File: src/rtl/alu_req_arbiter.sv
// alu_req_arbiter
//   Shares one multi-cycle ALU between two requesters with round-robin
//   fairness. One operation is in flight at a time: accept, issue, wait for
//   the fixed ALU latency, return the tagged result.
//
//   state | meaning
//   ------+--------------------------------------------------------------
//   IDLE  | arbitrate; combinational ready to the winner only
//   EXEC  | operands on the ALU bus, alu_en high for this one cycle
//   WAIT  | down-counter runs ALU_LAT cycles; result captured on count 0
//   RESP  | rsp_valid high, rsp_data/rsp_id held until rsp_ready
//
// Ports
//   clk, rst_n                 clock (rising edge), async active-low reset
//   req{0,1}_valid/_ready      operation handshake per requester
//   req{0,1}_a/_b/_fun         operands and function code per requester
//   alu_a/alu_b/alu_fun        registered operand bus to the ALU
//   alu_en                     one-cycle issue strobe
//   alu_out                    ALU result
//   rsp_valid/rsp_ready        response handshake
//   rsp_id/rsp_data            owning requester and captured result
//   busy                       high whenever the FSM is not in IDLE
module alu_req_arbiter #(
  parameter int DATA_W  = 16,
  parameter int FUN_W   = 4,
  parameter int ALU_LAT = 1
) (
  input  logic              clk,
  input  logic              rst_n,
  input  logic              req0_valid,
  output logic              req0_ready,
  input  logic [DATA_W-1:0] req0_a,
  input  logic [DATA_W-1:0] req0_b,
  input  logic [FUN_W-1:0]  req0_fun,
  input  logic              req1_valid,
  output logic              req1_ready,
  input  logic [DATA_W-1:0] req1_a,
  input  logic [DATA_W-1:0] req1_b,
  input  logic [FUN_W-1:0]  req1_fun,
  output logic [DATA_W-1:0] alu_a,
  output logic [DATA_W-1:0] alu_b,
  output logic [FUN_W-1:0]  alu_fun,
  output logic              alu_en,
  input  logic [DATA_W-1:0] alu_out,
  output logic              rsp_valid,
  input  logic              rsp_ready,
  output logic              rsp_id,
  output logic [DATA_W-1:0] rsp_data,
  output logic              busy
);

  typedef enum logic [1:0] {IDLE, EXEC, WAIT, RESP} state_t;

  localparam int              CNT_W  = 4;
  localparam logic [CNT_W-1:0] LAT_M1 = CNT_W'(ALU_LAT - 1);

  state_t              state_q, state_d;
  logic                ptr_q, ptr_d;
  logic [CNT_W-1:0]    cnt_q, cnt_d;
  logic [DATA_W-1:0]   alu_a_q, alu_a_d;
  logic [DATA_W-1:0]   alu_b_q, alu_b_d;
  logic [FUN_W-1:0]    alu_fun_q, alu_fun_d;
  logic                alu_en_q, alu_en_d;
  logic                rsp_valid_q, rsp_valid_d;
  logic                rsp_id_q, rsp_id_d;
  logic [DATA_W-1:0]   rsp_data_q, rsp_data_d;
  logic                busy_q, busy_d;

  logic win;
  logic grant;

  // Pointer only matters on a tie; a lone requester always wins.
  // Ready is gated by rst_n so every output reads 0 while reset is held.
  always_comb begin
    win   = (req0_valid & req1_valid) ? ptr_q : req1_valid;
    grant = (state_q == IDLE) & (req0_valid | req1_valid) & rst_n;
  end

  assign req0_ready = grant & ~win;
  assign req1_ready = grant & win;

  always_comb begin
    state_d     = state_q;
    ptr_d       = ptr_q;
    cnt_d       = cnt_q;
    alu_a_d     = alu_a_q;
    alu_b_d     = alu_b_q;
    alu_fun_d   = alu_fun_q;
    alu_en_d    = alu_en_q;
    rsp_valid_d = rsp_valid_q;
    rsp_id_d    = rsp_id_q;
    rsp_data_d  = rsp_data_q;
    busy_d      = busy_q;
    case (state_q)
      IDLE: begin
        if (grant) begin
          alu_a_d   = win ? req1_a   : req0_a;
          alu_b_d   = win ? req1_b   : req0_b;
          alu_fun_d = win ? req1_fun : req0_fun;
          rsp_id_d  = win;
          ptr_d     = ~win;
          alu_en_d  = 1'b1;
          busy_d    = 1'b1;
          state_d   = EXEC;
        end
      end
      EXEC: begin
        alu_en_d = 1'b0;
        cnt_d    = LAT_M1;
        state_d  = WAIT;
      end
      WAIT: begin
        if (cnt_q == '0) begin
          rsp_data_d  = alu_out;
          rsp_valid_d = 1'b1;
          state_d     = RESP;
        end else begin
          cnt_d = cnt_q - CNT_W'(1);
        end
      end
      RESP: begin
        if (rsp_ready) begin
          rsp_valid_d = 1'b0;
          busy_d      = 1'b0;
          state_d     = IDLE;
        end
      end
      default: begin
        state_d = IDLE;
      end
    endcase
  end

  always_ff @(posedge clk or negedge rst_n) begin
    if (!rst_n) begin
      state_q     <= IDLE;
      ptr_q       <= 1'b0;
      cnt_q       <= '0;
      alu_a_q     <= '0;
      alu_b_q     <= '0;
      alu_fun_q   <= '0;
      alu_en_q    <= 1'b0;
      rsp_valid_q <= 1'b0;
      rsp_id_q    <= 1'b0;
      rsp_data_q  <= '0;
      busy_q      <= 1'b0;
    end else begin
      state_q     <= state_d;
      ptr_q       <= ptr_d;
      cnt_q       <= cnt_d;
      alu_a_q     <= alu_a_d;
      alu_b_q     <= alu_b_d;
      alu_fun_q   <= alu_fun_d;
      alu_en_q    <= alu_en_d;
      rsp_valid_q <= rsp_valid_d;
      rsp_id_q    <= rsp_id_d;
      rsp_data_q  <= rsp_data_d;
      busy_q      <= busy_d;
    end
  end

  assign alu_a     = alu_a_q;
  assign alu_b     = alu_b_q;
  assign alu_fun   = alu_fun_q;
  assign alu_en    = alu_en_q;
  assign rsp_valid = rsp_valid_q;
  assign rsp_id    = rsp_id_q;
  assign rsp_data  = rsp_data_q;
  assign busy      = busy_q;

endmodule
File: config.mk
export PLATFORM = sky130hd
export DESIGN_NAME = alu_req_arbiter
export DESIGN_NICKNAME = d
export VERILOG_FILES = /design/src/rtl/alu_req_arbiter.sv
export SDC_FILE = /design/constraint.sdc
export NUM_CORES = 1
export LEC_CHECK = 0
export ABC_AREA = 1
export CAP_MARGIN = 20
export CORE_MARGIN = 2
export CORE_UTILIZATION = 33
export CTS_BUF_LIST = sky130_fd_sc_hd__clkbuf_4 sky130_fd_sc_hd__clkbuf_8 sky130_fd_sc_hd__clkbuf_16
export DETAILED_ROUTE_END_ITERATION = 10
export DONT_BUFFER_PORTS = 1
export MAX_ROUTING_LAYER = met4
export PLACE_DENSITY = 0.44
export REMOVE_ABC_BUFFERS = 1
export SYNTH_ARGS = -nofsm -noshare
export SYNTH_HDL_FRONTEND = slang
export SYNTH_SLANG_ARGS = --single-unit
File: constraint.sdc
create_clock -name clk -period 3.6 [get_ports clk]
set_input_delay 0.54 -clock clk [delete_from_list [all_inputs] [get_ports clk]]
set_output_delay 0.54 -clock clk [all_outputs]
set_load 0.1 [all_outputs]
* Yosys cells after proc, flatten, opt, wreduce, memory -nomap -nowiden
Cells that the tools add are included.
Word-level totals: register bits 63, input port bits 93, output and inout bits 58, logic and storage cells 55
Operators by class: add/subtract/negate cells 1, equality and inequality tests 7, multiplexer cells 16, bitwise logic cells 7, reductions and logical operators 13
Operators by type and width (count):
- $mux W16 | 2
- $reduce_and A3 Y1 | 3
- $mux W4 | 2
- $ne A2 B2 Y1 const B | 4
- $pmux W2 S4 | 1
- $pmux W4 S2 | 1
- $reduce_and A2 Y1 | 4
- $reduce_bool A2 Y1 | 4
- $mux W2 | 3
- $pmux W1 S2 | 3
- $and A1 B1 Y1 | 5
- $eq A2 B2 Y1 const B | 2
- $logic_not A4 Y1 | 1
- $mux W1 | 4
- $sub A4 B1 Y4 const B | 1
- $eq A2 B1 Y1 const B | 1
- $logic_not A2 Y1 | 1
- $not A1 Y1 | 1
- $or A1 B1 Y1 | 1

* Longest topological paths before layout
Gate-level depths: netlist (run 1).
word-level depth 5, depth in mapped cells 9, mapped depth without buffers 7

* Worst setup path before layout (run 1)
Ideal clock, no wire load.
path kind reg-to-output, start reg state_q[0], end out req1_ready, arrival time 2.405 ns, required time 3.060 ns, setup slack 0.655 ns, stages on the path, launching flop included 8, buffers on the path 1, path through dfrtp_1 > inv_1 > ha_1 > inv_1 > nor2_2 > inv_2 > buf_2 > nor2_1
Between the ends: word-level cells in the longest chain between the ends 4
Ends and longest elaborated chain:
- from (decl) | RTL line 57 | state_t state_q, state_d;
- from (signal assigned) | RTL line 148 | state_q <= state_d;
- $logic_not A2 Y1 | RTL line 76 | grant = (state_q == IDLE) & (req0_valid | req1_valid) & rst_n;
- $and A1 B1 Y1 (2 in a row) | RTL line 76
- $and A1 B1 Y1 | RTL line 80 | assign req1_ready = grant & win;
- to (decl) | RTL line 36 | output logic req1_ready,
Every way passes these cells.

* Final worst setup path (run 1)
start reg state_q[0], end out req0_ready
Between the ends: word-level cells in the longest chain between the ends 4
Ends and longest elaborated chain:
- $logic_not A2 Y1 | RTL line 76
- $and A1 B1 Y1 (2 in a row) | RTL line 76
- $and A1 B1 Y1 | RTL line 79 | assign req0_ready = grant & ~win;
- to (decl) | RTL line 31 | output logic req0_ready,
Every way passes these cells.

==> run metrics, run 1 <==
run status=completed; Clock Pin Slew Worst Setup and Hold Paths=~0.07 ns; post-route ant nets=0; CP endpoint kind=output port; fin worst setup slack=approximately 0.8 ns; most used cell along the critical path=inv_1; initial drt markers=64; deepest clock path buffer count=2; Slew Limit Fails=0; share of cells above drive strength 1=under 10%; top-count cell post-synth=nand2_1; Arrival @ worst endpoint=2.24 ns; number of enable flip-flop cells after synthesis=0; synthesized instance count=413; cell chain of the critical path=inv_1 > ha_1 > inv_1 > nor2_4 > nand2_1 > inv_1 > buf_4; Die H=101 um; clk_lat worst skew=roughly 0.34 ns; Post-synth top cells=nand2_1, dfrtp_1, nand3_1; RSZ-0062 raised after global routing=false; PostCTS Resize Cnt=0; number of post-CTS setup repair buffers=0; Ys Warns=0; nets=about 510; full die area=10,200 sq um; Worst path slowest cell=nor2_4; share of the synthesized area in the top cell type=between 50% and 60%; Avg Cell Area, Syn=7.53 sq um; Reg area=1580 sq um; Initial Utilization=33.8%; Fill cells=991; area leader, netlist=dfrtp_1; area of the multi-input gates=1320 sq um; Post-DP Area=between 3000 and 4000 sq um; initial antenna violation count=0; PortBufs=0; FMAX=359 MHz; Global Route Usage Sum=15.5%; DP HPWL=5.36 mm; Critical Path Source Type=register; CP peak stage delay=0.53 ns; die width=101 um; Area growth syn-to-layout=8.41%; Setup TNS Final=0 ns; clock root buffer=clkbuf_8; Synth Flop Type=dfrtp_1; relative slew slack=~37%; library cells used by synthesis=23; largest net degree at the start of global routing=64; gr ovfl total=0; Worst Skew=0.0115 ns; diode count=0; critical path type=register to output port; FP Rows=35; Async S/R FF share, synth=100%; Placer Congestion=0.732; register area share after synthesis=a little over 50%; worst min-delay path class=primary input to async pin; H-Tree Level Count=3; Data required, critical path=3.06 ns; drt drc=0; Vias=~2,500; Clock Sinks=63; Max Cap Viol=0; clock buffer count from CTS=9; top post-synthesis cells by area=dfrtp_1, nand2_1, nand3_1, o21ai_0, inv_1; dpl ws=1.15 ns; first-pass GRT wire length=11.7 mm; FF+latch count, synth=63; Hold Vio Cnt, Final=0; CTS tree=yes; final setup vio count=0; vias in the first global route=2,197; DRT Pass-1 Iters=4; routed length per placed instance=14.8 um; worst-margin pin slew=about 0.95 ns; Via density=between 4 and 5; Final period util=77.3%; I/O Pins=151; design area=roughly 3400 sq um; Final min period=2.78 ns; WL final=7.79 mm; mapped cell area=just over 3000 sq um; largest fanout on the critical path=27; Core Region=9200 sq um
critical path, delay by kind of cell, from the launching register on:
kind	cells	cell delay (ns)
flops	1	0.41
buf+inv	4	0.59
fa+ha+maj	1	0.19
simple gates	2	0.73
kinds of logic (layout without fill, tap and decap cells):
kind of cell	Yosys count	in the layout	share of synthesized area (%)
AOI/OAI and AO/OA	26	26	4.51
DFF	63	63	50.7
buffers and inverters	47	48	7.16
xor gates and xnor gates	1	1	0.282
adders and majority gates	6	6	2.41
and+or+nand+nor	270	270	34.9
cells in the final DEF (no fill, tap or decap), drive strengths merged:
cell	instances
nand2	220
dfrtp	63
nand3	41
inv	26
o21ai	22
clkbuf	11
buf	7
ha	6
nor2	4
clkinv	3
or2	2
nand4	2
o21a	2
xor2	1
nor3	1
o21bai	1
o211ai	1
clkinvlp	1
timing repair:
item | CTS | global route
hold buffers | 1 | 0
setup endpoints to repair | 0 | 0
hold endpoints to repair | 63 | 0
per-stage QoR:
stage | hold WS, ns | cells | utilization, %
after floorplan | 0.244 | 392 | -
after global placement | 0.246 | 509 | 34.5
after detailed placement | 0.246 | 509 | 34.5
after CTS | 0.0888 | 525 | 36.7
after global routing | 0.0851 | 525 | 36.7
final | 0.0842 | 525 | 36.7
final cells by class:
type	instances	area share (%)
clock inverters	4	0.668
multi-input cells	303	39.1
flip-flops and latches	63	46.8
well taps	111	4.12
clock buffers	11	4.31
inverters	26	2.90
repair buffers	7	2.15
state kept, by name, summed over array words and instances, names as in the netlist:
register,count
busy,1
ptr_q,1
rsp_id,1
alu_b,16
alu_fun,4
rsp_valid,1
alu_a,16
alu_en,1
rsp_data,16
cnt_q,4
state_q,2
routing by layer:
| metal | share of wire, % | wire length (um) | GRT usage [%] | vias up |
|---|---|---|---|---|
| met2 | 47 | 3670 | 23.6 | 82 |
| met3 | 8.6 | 673 | 6.31 | 5 |
| met4 | 0.92 | 72 | 3.43 | 0 |
| met1 | 43 | 3370 | 19.4 | 1143 |
| li1 | - | - | - | 1271 |
| met5 | 0 | 0 | - | - |
path summary, 6_finish.rpt:
check,slack [ns],cells after the start,from,end
worst max register to register,1.59,6,state_q[0],cnt_q[1]
max in group asynchronous,3.25,1,rst_n,alu_a[13]
worst min register to register,0.50,1,cnt_q[0],cnt_q[0]
worst max-delay path,0.82,7,state_q[0],req0_ready
min in group clk,0.35,2,alu_out[2],rsp_data[2]
worst min-delay path,0.08,1,rst_n,cnt_q[1]
Power of run 1 is left out: the tool's default activity adds up to more than one toggle a clock period on the data nets, which glitch-free logic cannot reach.
==> inputs of run 2 (changes only) <==
--- a/config.mk
+++ b/config.mk
@@ -13,7 +13,7 @@
 export DETAILED_ROUTE_END_ITERATION = 10
 export DONT_BUFFER_PORTS = 1
 export MAX_ROUTING_LAYER = met4
-export PLACE_DENSITY = 0.44
+export PLACE_DENSITY = 0.45
 export REMOVE_ABC_BUFFERS = 1
 export SYNTH_ARGS = -nofsm -noshare
 export SYNTH_HDL_FRONTEND = slang
==> constraint.sdc (replaced) <==
create_clock -name clk -period 2.3 [get_ports clk]
set_input_delay 0.345 -clock clk [delete_from_list [all_inputs] [get_ports clk]]
set_output_delay 0.345 -clock clk [all_outputs]
set_load 0.1 [all_outputs]
==> run metrics, run 2 (same netlist as run 1, synthesis figures left out) <==
worst-margin pin slew=0.921 ns (-0.0307 ns); final setup vio count=0 (unchanged); Core Region=9200 sq um (unchanged); largest fanout on the critical path=6 (-78%); clock buffer count from CTS=9 (unchanged); gr ovfl total=0 (unchanged); diode count=0 (unchanged); Final period util=89.6%; routed length per placed instance=13.3 um (-10%); critical path type=register to output port; Worst Skew=0.00745 ns (-0.00409 ns); CP endpoint kind=output port; Initial Utilization=33.8% (unchanged); Area growth syn-to-layout=24.3%; share of cells above drive strength 1=18.4% (+11 points); Clock Pin Slew Worst Setup and Hold Paths=0.07 ns (about the same); Final min period=2.06 ns; Via density=4.66 (-2.2%); Placer Congestion=0.748 (+2.2%); H-Tree Level Count=3 (unchanged); Data required, critical path=1.96 ns (-1.10 ns); nets=567 (+11%); CTS tree=yes; final core occ=42.0% (+5.4 points); die width=101 um (unchanged); FP Rows=35 (unchanged); most frequent cells in the layout=nand2_1, dfrtp_1, buf_4, nand3_1, inv_1; Critical Path Source Type=register; dpl ws=0.547 ns (-0.606 ns); worst min-delay path class=primary input to register; Slew Limit Fails=0 (unchanged); FMAX=485 MHz; Max Cap Viol=0 (unchanged); Setup TNS Final=0 ns (unchanged); Clock Sinks=63 (unchanged); run status=completed; initial antenna violation count=0 (unchanged); clock root buffer=clkbuf_8; Hold Vio Cnt, Final=0 (unchanged); I/O Pins=151 (unchanged); full die area=10,200 sq um (unchanged); DRT Pass-1 Iters=4 (unchanged); initial drt markers=80 (+25%); number of post-CTS setup repair buffers=0 (unchanged); DP HPWL=5.36 mm (-0.10%); Die H=101 um (unchanged); vias in the first global route=2,294 (+4.4%); RSZ-0062 raised after global routing=false; Vias=2,722 (+8.8%); CTS hold repair buffers=2 (+1); relative slew slack=38.6% (+2.0 points); commonest non-fill, non-tap cell in the layout=nand2_1; PostCTS Resize Cnt=0 (unchanged); post-route ant nets=0 (unchanged); first-pass GRT wire length=11.8 mm (+1.2%); fin worst setup slack=0.239 ns (-0.579 ns); clk_lat worst skew=0.33 ns (about the same); deepest clock path buffer count=2 (unchanged); drt drc=0 (unchanged); largest net degree at the start of global routing=64 (unchanged); PortBufs=0 (unchanged); Global Route Usage Sum=15.5% (about the same); Arrival @ worst endpoint=1.72 ns (-0.52 ns); WL final=7.78 mm (-0.21%)
[run 2: worst max-delay path, stage by stage, from the launching register on]
cell	delay (ns)
dfrtp_1	0.42
inv_1	0.12
ha_1	0.17
inv_1	0.08
nor2_4	0.18
nand2_1	0.12
inv_1	0.11
buf_12	0.18
[run 2: through the flow]
stage / instances / hold WS (ns) / area (sq um)
2_1_floorplan: 392 / 0.0494 / 2980
3_3_place_gp: 566 / 0.0511 / 3630
3_5_place_dp: 566 / 0.0511 / 3630
4_1_cts: 584 / 0.131 / 3860
5_1_grt: 584 / 0.145 / 3860
6_report: 584 / 0.152 / 3860
[run 2: worst paths after layout]
kind / cells past startpoint / to / slack [ns] / start
min in group asynchronous: 2 / rsp_data[2] / 0.54 / rst_n
max in group asynchronous: 2 / ptr_q / 1.48 / rst_n
hold reg to reg: 2 / alu_a[0] / 0.47 / alu_a[0]
setup reg to reg: 7 / cnt_q[0] / 0.56 / state_q[0]
setup / recovery: 7 / req0_ready / 0.24 / state_q[0]
hold / removal: 2 / rsp_data[5] / 0.15 / alu_out[5]
[run 2: cell type report]
cell class	count	area, sq um
fillers	983	5330
flip-flops and latches	63	1580
multi-input cells	303	1320
repair buffers	65	536
clock buffers	12	153
well taps	111	139
inverters	26	97.6
clock inverters	4	45.0
[run 2: per-layer routing]
layer	share of wire, %	vias to the layer above	track usage [%]
met5	0	-	-
met4	1.4	0	5.93
met3	6.4	10	3.88
met2	47	86	23.3
met1	45	1232	20.2
li1	-	1394	-
Power of run 2 is left out for the same reason.
==> inputs of run 3 (changes only) <==
--- a/config.mk
+++ b/config.mk
@@ -8,12 +8,11 @@
 export ABC_AREA = 1
 export CAP_MARGIN = 20
 export CORE_MARGIN = 2
-export CORE_UTILIZATION = 33
+export CORE_UTILIZATION = 39
 export CTS_BUF_LIST = sky130_fd_sc_hd__clkbuf_4 sky130_fd_sc_hd__clkbuf_8 sky130_fd_sc_hd__clkbuf_16
 export DETAILED_ROUTE_END_ITERATION = 10
 export DONT_BUFFER_PORTS = 1
 export MAX_ROUTING_LAYER = met4
-export PLACE_DENSITY = 0.45
 export REMOVE_ABC_BUFFERS = 1
 export SYNTH_ARGS = -nofsm -noshare
 export SYNTH_HDL_FRONTEND = slang
==> run metrics, run 3 (same netlist as run 1, synthesis figures left out) <==
cell chain of the critical path=inv_1 > ha_1 > inv_1 > nor2_2 > nand2_1 > inv_1 > buf_12; first-pass GRT wire length=12.0 mm (+1.5%); CTS tree=yes; CP peak stage delay=0.42 ns (about the same); Hold Vio Cnt, Final=0 (unchanged); post-route ant nets=0 (unchanged); Final min period=2.08 ns (+0.0166 ns); most used cell along the critical path=inv_1; Vias=2,756 (+1.2%); vias in the first global route=2,515 (+9.6%); Critical Path Source Type=register; largest net degree at the start of global routing=64 (unchanged); Worst path slowest cell=dfrtp_1; Initial Utilization=40.2% (+6.4 points); clock root buffer=clkbuf_8; Worst Skew=0.0104 ns (+0.00297 ns); die width=93.3 um (-7.7%); placed cell count=555 (-1.9%); H-Tree Level Count=3 (unchanged); Final period util=90.3% (+0.72 points); I/O Pins=151 (unchanged); PortBufs=0 (unchanged); CP endpoint kind=output port; Slew Limit Fails=0 (unchanged); Area growth syn-to-layout=24.3% (about the same); Max Cap Viol=0 (unchanged); Crit path max-delay family=buffers and inverters; DP HPWL=5.22 mm (-2.5%); critical path type=register to output port; Data required, critical path=1.96 ns (about the same); routed length per placed instance=13.0 um (-2.5%); deepest clock path buffer count=2 (unchanged); Via density=4.81 (+3.2%); number of post-CTS setup repair buffers=0 (unchanged); initial drt markers=103 (+29%); FP Rows=32 (-8.6%); initial antenna violation count=0 (unchanged); relative slew slack=38.5% (-0.12 points); full die area=8700 sq um (-15%); Clock Pin Slew Worst Setup and Hold Paths=0.08 ns (about the same); share of cells above drive strength 1=18.0% (-0.35 points); Die H=93.3 um (-7.7%); run status=completed; Crit path buffers/inverters=4 (unchanged); DRT Pass-1 Iters=4 (unchanged); clock buffer count from CTS=9 (unchanged); Placer Congestion=0.768 (+2.6%); final core occ=50.0% (+8.0 points); drt drc=0 (unchanged); nets=565 (-0.35%); diode count=0 (unchanged); Arrival @ worst endpoint=1.73 ns (about the same); FMAX=481 MHz (-0.80%); Core Region=7730 sq um (-16%); Global Route Usage Sum=18.1% (+2.6 points); final setup vio count=0 (unchanged); Clock Sinks=63 (unchanged); most frequent cells in the layout=nand2_1, dfrtp_1, buf_4, nand3_1, inv_1; gr ovfl total=0 (unchanged); worst min-delay path class=primary input to register; RSZ-0062 raised after global routing=false; largest fanout on the critical path=4 (-2); clk_lat worst skew=0.33 ns (about the same); PostCTS Resize Cnt=0 (unchanged); worst-margin pin slew=0.922 ns (+0.00186 ns); worst hold slack=0.145 ns (-0.00771 ns); WL final=7.44 mm (-4.4%); Final Instance Count excl. Fillers=573 (-1.9%); commonest non-fill, non-tap cell in the layout=nand2_1
## run 3: changes by cell type in the layout (fill, tap and decap cells not counted), sizes merged
cell / previous run / this run
buf: 64 / 62
clkbuf: 12 / 10
clkinv: 3 / 1
clkinvlp: 0 / 2
bufinv: 1 / 2
inv: 26 / 27
## run 3: what timing repair did
item                                    in CTS  in global routing
hold buffers                                 2                  0
endpoints found under the setup margin       0                  0
hold endpoints to repair                    63                  0
## run 3: worst paths after layout
check | start | to | slack (ns) | cells after the start
worst min-delay path | alu_out[1] | rsp_data[1] | 0.14 | 2
worst max register to register | state_q[0] | cnt_q[1] | 0.54 | 7
min in group asynchronous | rst_n | rsp_data[4] | 0.58 | 2
worst max-delay path | state_q[0] | req0_ready | 0.22 | 7
max in group asynchronous | rst_n | cnt_q[0] | 1.45 | 2
worst min register to register | alu_a[8] | alu_a[8] | 0.48 | 2
## run 3: metrics by stage
step	instance area [sq um]	setup WS, ns	TNS [ns]
finish	3860	0.222	0
global route	3860	0.118	0
CTS	3860	0.204	0
detailed placement	3600	0.559	0
global placement	3600	0.633	0
floorplan	2980	-1.39	-1.80
## run 3: layout make-up
type	instances	area (sq um)
fillers	777	3860
flip-flops and latches	63	1580
repair buffers	63	520
well taps	102	128
clock inverters	6	92.6
inverters	26	97.6
clock buffers	10	138
multi-input cells	303	1310
## run 3: layer usage
metal  track usage, %  wire length (um)  vias to the layer above
li1                 -                 -                     1391
met4             6.74                76                        0
met5                -                 0                        -
met2             29.0              3670                       88
met1             22.4              3190                     1271
met3             4.19               502                        6
Power of run 3 is left out for the same reason.
